### src/rtl/spi_slave_if.sv
// spi_slave_if: SPI slave serial front end.
// Deserialises MOSI command words, serialises RAM read data on MISO.
module spi_slave_if #(
  parameter int DIN_WIDTH  = 10,
  parameter int DOUT_WIDTH = 8,
  parameter int CNT_WIDTH  = 4
) (
  input  logic                  clk,
  input  logic                  rst,
  input  logic                  ss_n,
  input  logic                  mosi,
  output logic                  miso,
  output logic                  rx_valid,
  output logic [DIN_WIDTH-1:0]  rx_data,
  input  logic                  tx_valid,
  input  logic [DOUT_WIDTH-1:0] tx_data
);

  typedef enum logic [2:0] {
    IDLE      = 3'd0,
    CHK_CMD   = 3'd1,
    WRITE     = 3'd2,
    READ_ADD  = 3'd3,
    READ_DATA = 3'd4,
    SEND      = 3'd5,
    DONE      = 3'd6
  } state_t;

  localparam logic [CNT_WIDTH-1:0] RX_LAST =
    CNT_WIDTH'(DIN_WIDTH - 1);
  localparam logic [CNT_WIDTH-1:0] TX_LAST =
    CNT_WIDTH'(DOUT_WIDTH);
  localparam logic [CNT_WIDTH-1:0] ONE =
    CNT_WIDTH'(1);

  state_t                state_q;
  state_t                state_d;
  logic [CNT_WIDTH-1:0]  cnt_q;
  logic [CNT_WIDTH-1:0]  cnt_d;
  logic [DIN_WIDTH-1:0]  sh_q;
  logic [DIN_WIDTH-1:0]  sh_d;
  logic [DIN_WIDTH-1:0]  sh_in;
  logic [DOUT_WIDTH-1:0] tx_q;
  logic [DOUT_WIDTH-1:0] tx_d;
  logic                  rd_addr_seen;
  logic                  rd_addr_seen_d;
  logic                  rx_valid_d;
  logic [DIN_WIDTH-1:0]  rx_data_d;
  logic                  miso_d;
  logic                  rx_last;
  logic                  tx_last;

  always_ff @(posedge clk or posedge rst) begin
    if (rst) begin
      state_q      <= IDLE;
      cnt_q        <= '0;
      sh_q         <= '0;
      tx_q         <= '0;
      rd_addr_seen <= 1'b0;
      rx_valid     <= 1'b0;
      rx_data      <= '0;
      miso         <= 1'b0;
    end else begin
      state_q      <= state_d;
      cnt_q        <= cnt_d;
      sh_q         <= sh_d;
      tx_q         <= tx_d;
      rd_addr_seen <= rd_addr_seen_d;
      rx_valid     <= rx_valid_d;
      rx_data      <= rx_data_d;
      miso         <= miso_d;
    end
  end

  always_comb begin
    state_d        = state_q;
    cnt_d          = cnt_q;
    sh_d           = sh_q;
    tx_d           = tx_q;
    rd_addr_seen_d = rd_addr_seen;
    rx_valid_d     = 1'b0;
    rx_data_d      = rx_data;
    miso_d         = miso;
    sh_in          = {sh_q[DIN_WIDTH-2:0], mosi};
    rx_last        = (cnt_q == RX_LAST);
    tx_last        = (cnt_q == TX_LAST);
    if (ss_n) begin
      state_d = IDLE;
      cnt_d   = '0;
      miso_d  = 1'b0;
    end else begin
      case (state_q)
        IDLE: state_d = CHK_CMD;
        CHK_CMD: begin
          if (!mosi)
            state_d = WRITE;
          else if (rd_addr_seen)
            state_d = READ_DATA;
          else
            state_d = READ_ADD;
        end
        WRITE, READ_ADD, READ_DATA: begin
          sh_d = sh_in;
          if (rx_last) begin
            rx_valid_d = 1'b1;
            rx_data_d  = sh_in;
            cnt_d      = '0;
            if (state_q == READ_DATA)
              state_d = SEND;
            else
              state_d = DONE;
            if (state_q == READ_ADD)
              rd_addr_seen_d = 1'b1;
          end else begin
            cnt_d = cnt_q + ONE;
          end
        end
        SEND: begin
          // cnt 0 = waiting for RAM, 1..N = bits already on miso
          if (cnt_q == '0) begin
            if (tx_valid) begin
              miso_d = tx_data[DOUT_WIDTH-1];
              tx_d   = {tx_data[DOUT_WIDTH-2:0], 1'b0};
              cnt_d  = ONE;
            end
          end else if (tx_last) begin
            miso_d         = 1'b0;
            rd_addr_seen_d = 1'b0;
            cnt_d          = '0;
            state_d        = DONE;
          end else begin
            miso_d = tx_q[DOUT_WIDTH-1];
            tx_d   = {tx_q[DOUT_WIDTH-2:0], 1'b0};
            cnt_d  = cnt_q + ONE;
          end
        end
        DONE:    state_d = DONE;
        default: state_d = IDLE;
      endcase
    end
  end

endmodule

### config.mk
export PLATFORM = sky130hd
export DESIGN_NAME = spi_slave_if
export DESIGN_NICKNAME = d
export VERILOG_FILES = /design/src/rtl/spi_slave_if.sv
export SDC_FILE = /design/constraint.sdc
export NUM_CORES = 1
export LEC_CHECK = 0
export ABC_CLOCK_PERIOD_IN_PS = 2500
export CORE_UTILIZATION = 43
export DETAILED_ROUTE_END_ITERATION = 7
export PLACE_DENSITY = 0.65
export SYNTH_ARGS = -nofsm -noshare
export SYNTH_HDL_FRONTEND = slang
export SYNTH_SLANG_ARGS = --single-unit
### constraint.sdc
create_clock -name clk -period 2.5 [get_ports clk]
set_clock_uncertainty 0.2 [all_clocks]
set_input_delay 0.75 -clock clk [delete_from_list [all_inputs] [get_ports clk]]
set_output_delay 0.75 -clock clk [all_outputs]
set_load 0.1 [all_outputs]
==> results of run 1 <==
## cells in the final DEF, fill, tap and decap left out, types with 2 or more instances in the layout
cell | Yosys | layout
o21ai_0 | 8 | 8
mux2_2 | 18 | 18
ha_1 | 4 | 4
a31oi_1 | 2 | 2
nand2_1 | 15 | 15
nand2b_4 | 2 | 2
buf_4 | 1 | 19
nand3_1 | 2 | 2
a21oi_1 | 2 | 2
nor2_1 | 4 | 4
nand3b_1 | 6 | 6
o21ai_1 | 2 | 2
dfrtp_1 | 36 | 36
o41ai_2 | 2 | 2
o31ai_1 | 2 | 2
a22o_1 | 3 | 3
mux2i_1 | 6 | 6
clkbuf_8 | 0 | 7
nand2b_1 | 2 | 2
inv_1 | 7 | 7
clkdlybuf4s50_1 | 0 | 12
## critical path: cells and delay by family
family	cells	cell delay [ps]
buffers and inverters	2	610
and+or+nand+nor	2	450
muxes	1	330
AOI/OAI and AO/OA	1	120
## worst paths after layout
check | to | cells past startpoint | slack (ps)
worst max-delay path | rx_data[5]$_DFFE_PP0P_ | 6 | 200
worst min-delay path | tx_q[4]$_DFFE_PP0P_ | 2 | 280
worst max register to register | miso$_DFFE_PP0P_ | 7 | 430
worst min register to register | tx_q[4]$_DFFE_PP0P_ | 2 | 280
max in group asynchronous | tx_q[5]$_DFFE_PP0P_ | 3 | 1120
min in group asynchronous | sh_q[3]$_DFFE_PP0P_ | 3 | 660
## power by group
part           switching, uW  internal, uW  total, uW
clock                    200           245        446
sequential               158           724        883
combinational            329           326        655
## registers in the layout, indices dropped and copies added (netlist names)
signal        cells
tx_q              7
miso              1
rd_addr_seen      1
rx_data          10
sh_q              9
cnt_q             4
rx_valid          1
state_q           3
## through the flow
| step | instances | power, uW | utilization | instance area, sq um | setup TNS (ps) |
|---|---|---|---|---|---|
| finish | 232 | 1980 | 0.541 | 2180 | 0 |
| CTS | 232 | 2000 | 0.541 | 2180 | 0 |
| global route | 232 | 2100 | 0.541 | 2180 | 0 |
| floorplan | 151 | 1420 | - | 1810 | 0 |
| global placement | 225 | 1510 | 0.517 | 2080 | -698 |
| detailed placement | 225 | 1550 | 0.517 | 2080 | -751 |
## metal layers
| layer | wire (um) | part of all wire |
|---|---|---|
| met1 | 1580 | 0.44 |
| met2 | 1760 | 0.50 |
| met3 | 161 | 0.045 |
| met4 | 55 | 0.015 |
| met5 | 0 | 0 |
## logic make-up (layout without fill, tap and decap cells)
kind of cell	count (synthesis)	in the layout	synth area share
AND/OR/NAND/NOR	39	39	0.126
flip-flops	36	36	0.499
AO/OA/AOI/OAI	31	31	0.136
multiplexers	26	26	0.160
buffers and inverters	15	46	0.0513
adder cells (fa/ha/maj)	4	4	0.0277
## final cells by class
class / instances / area [sq um] / area share
Timing Repair Buffer: 32 / 283 / 0.130
Tap cell: 50 / 62.6 / 0.0287
Inverter: 7 / 26.3 / 0.0120
Clock buffer: 7 / 96.3 / 0.0442
Multi-Input combinational cell: 100 / 812 / 0.372
Sequential cell: 36 / 901 / 0.413
==> flow_summary.toml, run 1 <==
[clock_network]
post_cts_buffers = 0
cts_sinks = 36
cts_buffer_depth = 2
numCtsBuffers = 5
postCtsResizedCells = 0
clk_pin_slew_worst_paths_ps = 70
postCtsHoldBufs = 0
clk_latency_ps = 280
cts_root_buf = "clkbuf_8"
htree_num_levels = 2
cts_tree = "done"

[timing]
rsz0062_at_grt = "false"
fmax_mhz = 436
post-route-min-period_ps = 2300
tightest_slew_ps = 452
maxSlewHeadroom = 0.699
hold-worst-slack_ps = 283
final.setup.worst_slack_ps = 204
fin_crit_sh = 0.918
finalSetupViolations = 0
hold_viol = 0
maxSlewViolCount = 0

[critical_path]
critPathMaxStageDelay_ps = 460
critPathRequiredTime_ps = 2470
startpoint = "ss_n"
worstSetupStartpointType = "primary input"
path_class = "primary input to flop"
slowest_stage = "clkdlybuf4s50_1"
cp_data_arrival_time_ps = 2270
path_cells = "clkdlybuf4s50_1 > or2_1 > o22ai_2 > and2b_1 > buf_12 > mux2_2"
crit_fanout = 11
end_kind = "flop"
r2r-start = "cnt_q[0]$_DFFE_PP0P_"

[placed_design]
pre_cts_ws_ps = -79.9
port_buffers = 24
dp_hpwl_mm = 2.55
gp_congestion = 0.905

[power]
max-vdd-ir-drop_mv = 0.443
p_leak_uw = 0.00105
cellPowerDensity_nw_per_um2 = 909

[grt]
busiest_layer = "met2"
antenna_found_initial = 0
grtUsageMet2 = 0.313
grt_pass1_wl_mm = 6.06
track_usage = 0.185
grt_max_degree = 37
grt_use_met1 = 0.214
grt_pass1_vias = 1326
grt_overflow_total = 0
grt_use_met3 = 0.0565

[synth]
synth_top_area_share = 0.499
synth_seq_cells = 36
yosys-top-cells-area = "dfrtp_1, mux2_2, mux2i_1"
synth_seq_area_share = 0.499
yosys.area.top_type = "dfrtp_1"
netlist_top_cells_count = "dfrtp_1, mux2_2, nand2_1, o21ai_0, inv_1"
synth-main-ff-cell = "dfrtp_1"
yosys_warnings = 0
async_flop_share = 1.00
syn_inst = 151
synth_edf_count = 0
post-synth-top-count-cell = "dfrtp_1"
syn_area_per_cell_sq_um = 12.0
syn_nets = 168
yosysUniqueCellTypes = 42
syn_area_sq_um = 1810

[floorplanning]
initial_core_util = 0.448
die_x_um = 66.8
pin_count = 25
design.die.area_sq_um = 4460
fp.dieH_um = 66.8
rows = 23
core_sq_um = 4030

[route]
wire_per_inst_um = 15.3
via_count = 1251
vias_per_cell = 5.39
drcViolationCount = 0
drtPass1Iterations = 4
drt_iter0_markers = 60
wirelength_mm = 3.55
ant_nets = 0

[layout]
fillers = 355
drive_gt1_frac = 0.302
syn2layout_area_growth_pct = 20.8
diodes = 0
nNetsFinal = 199

[worst_hold_path]
hold_path.class = "flop to flop"
min_from = "tx_q[4]$_DFFE_PP0P_"

[outcome]
status = "finished clean"

[run]
drv_cap = 0
No activity file was read; power rests on OpenSTA's default activity.
==> run 2, diff against run 1 <==
- CORE_MARGIN: unset -> 2
- TNS_END_PERCENT: unset -> 10
==> run 2 against run 1 <==
Net effect: die area grew 6.1%; combinational power rose by 0.9%; maximum frequency is 0.60% higher; via count increased by 2.9%; cell count is 0.86% higher; flip-flop and latch count stayed put; hold slack better by 4.8 ps; first-iteration DRC count up 35%; sequential share of layout area is 0.28 points lower; core utilization up 0.37 points; count of clock-buffer cells in the layout unchanged; critical endpoint is now rx_data[8]$_DFFE_PP0P_; largest cell class unchanged.
==> flow_summary.toml, run 2 (same netlist as run 1, synthesis figures left out) <==
[run]
drv_cap = 0

[power]
power_frac_seq = 0.443
p_leak_uw = 0.00106
cellPowerDensity_nw_per_um2 = 904
swShare = 0.342
power_frac_comb = 0.333
max-vdd-ir-drop_mv = 0.458
clkPwrFrac = 0.224
p_sw_uw = 680
p_int_uw = 1310

[timing]
maxSlewHeadroom = 0.729
tightest_slew_ps = 397
fin_crit_sh = 0.913
fmax_mhz = 438
hold_viol = 0
rsz0062_at_grt = "false"
post-route-min-period_ps = 2280
hold-worst-slack_ps = 288
finalSetupViolations = 0
maxSlewViolCount = 0

[route]
drt_iter0_markers = 81
vias_per_cell = 5.50
wire_per_inst_um = 14.9
wirelength_mm = 3.49
via_count = 1287
drtPass1Iterations = 4
drcViolationCount = 0
ant_nets = 0

[clock_network]
postCtsResizedCells = 0
htree_num_levels = 2
postCtsHoldBufs = 0
cts_tree = "done"
clk_pin_slew_worst_paths_ps = 60
cts_sinks = 36
cts_root_buf = "clkbuf_8"
clk_latency_ps = 290
post_cts_buffers = 0
cts_buffer_depth = 2
numCtsBuffers = 5

[critical_path]
r2r-end = "cnt_q[1]$_DFFE_PP0P_"
critPathMaxStageDelay_ps = 450
r2r-start = "cnt_q[0]$_DFFE_PP0P_"
end_kind = "flop"
reg2regPathDepth = 7
cp_top_family = "buffers and inverters"
crit_fanout = 11
worstSetupStartpointType = "primary input"
slowest_stage = "clkdlybuf4s50_1"
path_class = "primary input to flop"
critPathRequiredTime_ps = 2470
cp_data_arrival_time_ps = 2250
path_buf_inv = 2
path_cells = "clkdlybuf4s50_1 > or2_1 > o22ai_2 > and2b_1 > buf_12 > mux2_2"
r2r_setup_slack_ps = 330

[layout]
final_common_cell = "dfrtp_1"
regArea_sq_um = 901
largest_reg_flops = 10
diodes = 0
fin_cells = 234
fillers = 369
multi_input_area_sq_um = 812
max_flop_register = "rx_data"
largestRegisters = "rx_data x10, sh_q x9, tx_q x7"
drive_gt1_frac = 0.310
nNetsFinal = 201
final_cell_mix = "dfrtp_1, buf_4, mux2_2, nand2_1, clkdlybuf4s50_1"
syn2layout_area_growth_pct = 21.6

[placed_design]
place_inst = 227
port_buffers = 24
dp_hpwl_mm = 2.51
gp_congestion = 0.872

[grt]
grt_pass1_wl_mm = 6.10
grt_overflow_total = 0
track_usage = 0.177
grt_max_degree = 21
antenna_found_initial = 0
grt_pass1_vias = 1356

[floorplanning]
rows = 23
initial_core_util = 0.448
fp.dieH_um = 68.8
core_sq_um = 4030
pin_count = 25
die_x_um = 68.8
design.die.area_sq_um = 4730

[worst_hold_path]
hold-path-endpoint = "tx_q[1]$_DFFE_PP0P_"
whs_path_depth = 2
min_from = "tx_q[1]$_DFFE_PP0P_"
hold_path.class = "flop to flop"

[outcome]
status = "finished clean"
-- run 2: changes by cell type in the layout (fill, tap and decap cells not counted), sizes merged --
cell	previous run	this run
buf	20	22
-- run 2: worst min-delay path: cells and delay by family, from the launching register on --
kind | cells | cell delay (ps)
compound gates | 1 | 60
simple gates | 1 | 40
flops | 1 | 340
-- run 2: final cells by class --
cell class | count | area share
Tap cell | 50 | 0.0285
Sequential cell | 36 | 0.410
Multi-Input combinational cell | 100 | 0.370
Inverter | 7 | 0.0120
Clock buffer | 7 | 0.0439
Timing Repair Buffer | 34 | 0.136
-- run 2: worst max-delay path by stage --
stage | startpoint | endpoint | slack [ps] | cells past startpoint
2_1_floorplan | ss_n | rx_data[0]$_DFFE_PP0P_ | 440 | 5
3_3_place_gp | ss_n | state_q[0]$_DFFE_PP0P_ | -70 | 5
3_5_place_dp | ss_n | rx_data[8]$_DFFE_PP0P_ | -70 | 6
4_1_cts | ss_n | rx_data[8]$_DFFE_PP0P_ | 210 | 6
5_1_grt | ss_n | rx_data[8]$_DFFE_PP0P_ | 140 | 6
6_report | ss_n | rx_data[8]$_DFFE_PP0P_ | 220 | 6
-- run 2: stage by stage --
stage | setup WS (ps) | power (uW) | area (sq um) | setup TNS [ps] | utilization
2_1_floorplan | 440 | 1420 | 1810 | 0 | -
6_report | 218 | 1990 | 2200 | 0 | 0.545
4_1_cts | 212 | 2000 | 2200 | 0 | 0.545
5_1_grt | 144 | 2110 | 2200 | 0 | 0.545
3_3_place_gp | -70.1 | 1520 | 2100 | -777 | 0.521
3_5_place_dp | -74.2 | 1550 | 2100 | -750 | 0.521
-- run 2: power groups by stage --
stage,clock network [uW],registers [uW],logic [uW]
after floorplan,0,857,563
after global placement,0,881,640
after detailed placement,0,890,661
after CTS,453,879,666
after global routing,480,907,727
final,444,880,661
-- run 2: layer usage --
layer | part of all wire | vias to the layer above | GRT usage
li1 | - | 605 | -
met1 | 0.44 | 640 | 0.209
met2 | 0.49 | 38 | 0.297
met3 | 0.054 | 4 | 0.0601
met4 | 0.015 | 0 | 0.0711
met5 | 0 | - | 0
==> run 3, diff against run 2 <==
- GPL_ROUTABILITY_DRIVEN: unset -> 0
==> results of run 3 <==
No change in the layout: final DEF, timing and power equal those of run 2.
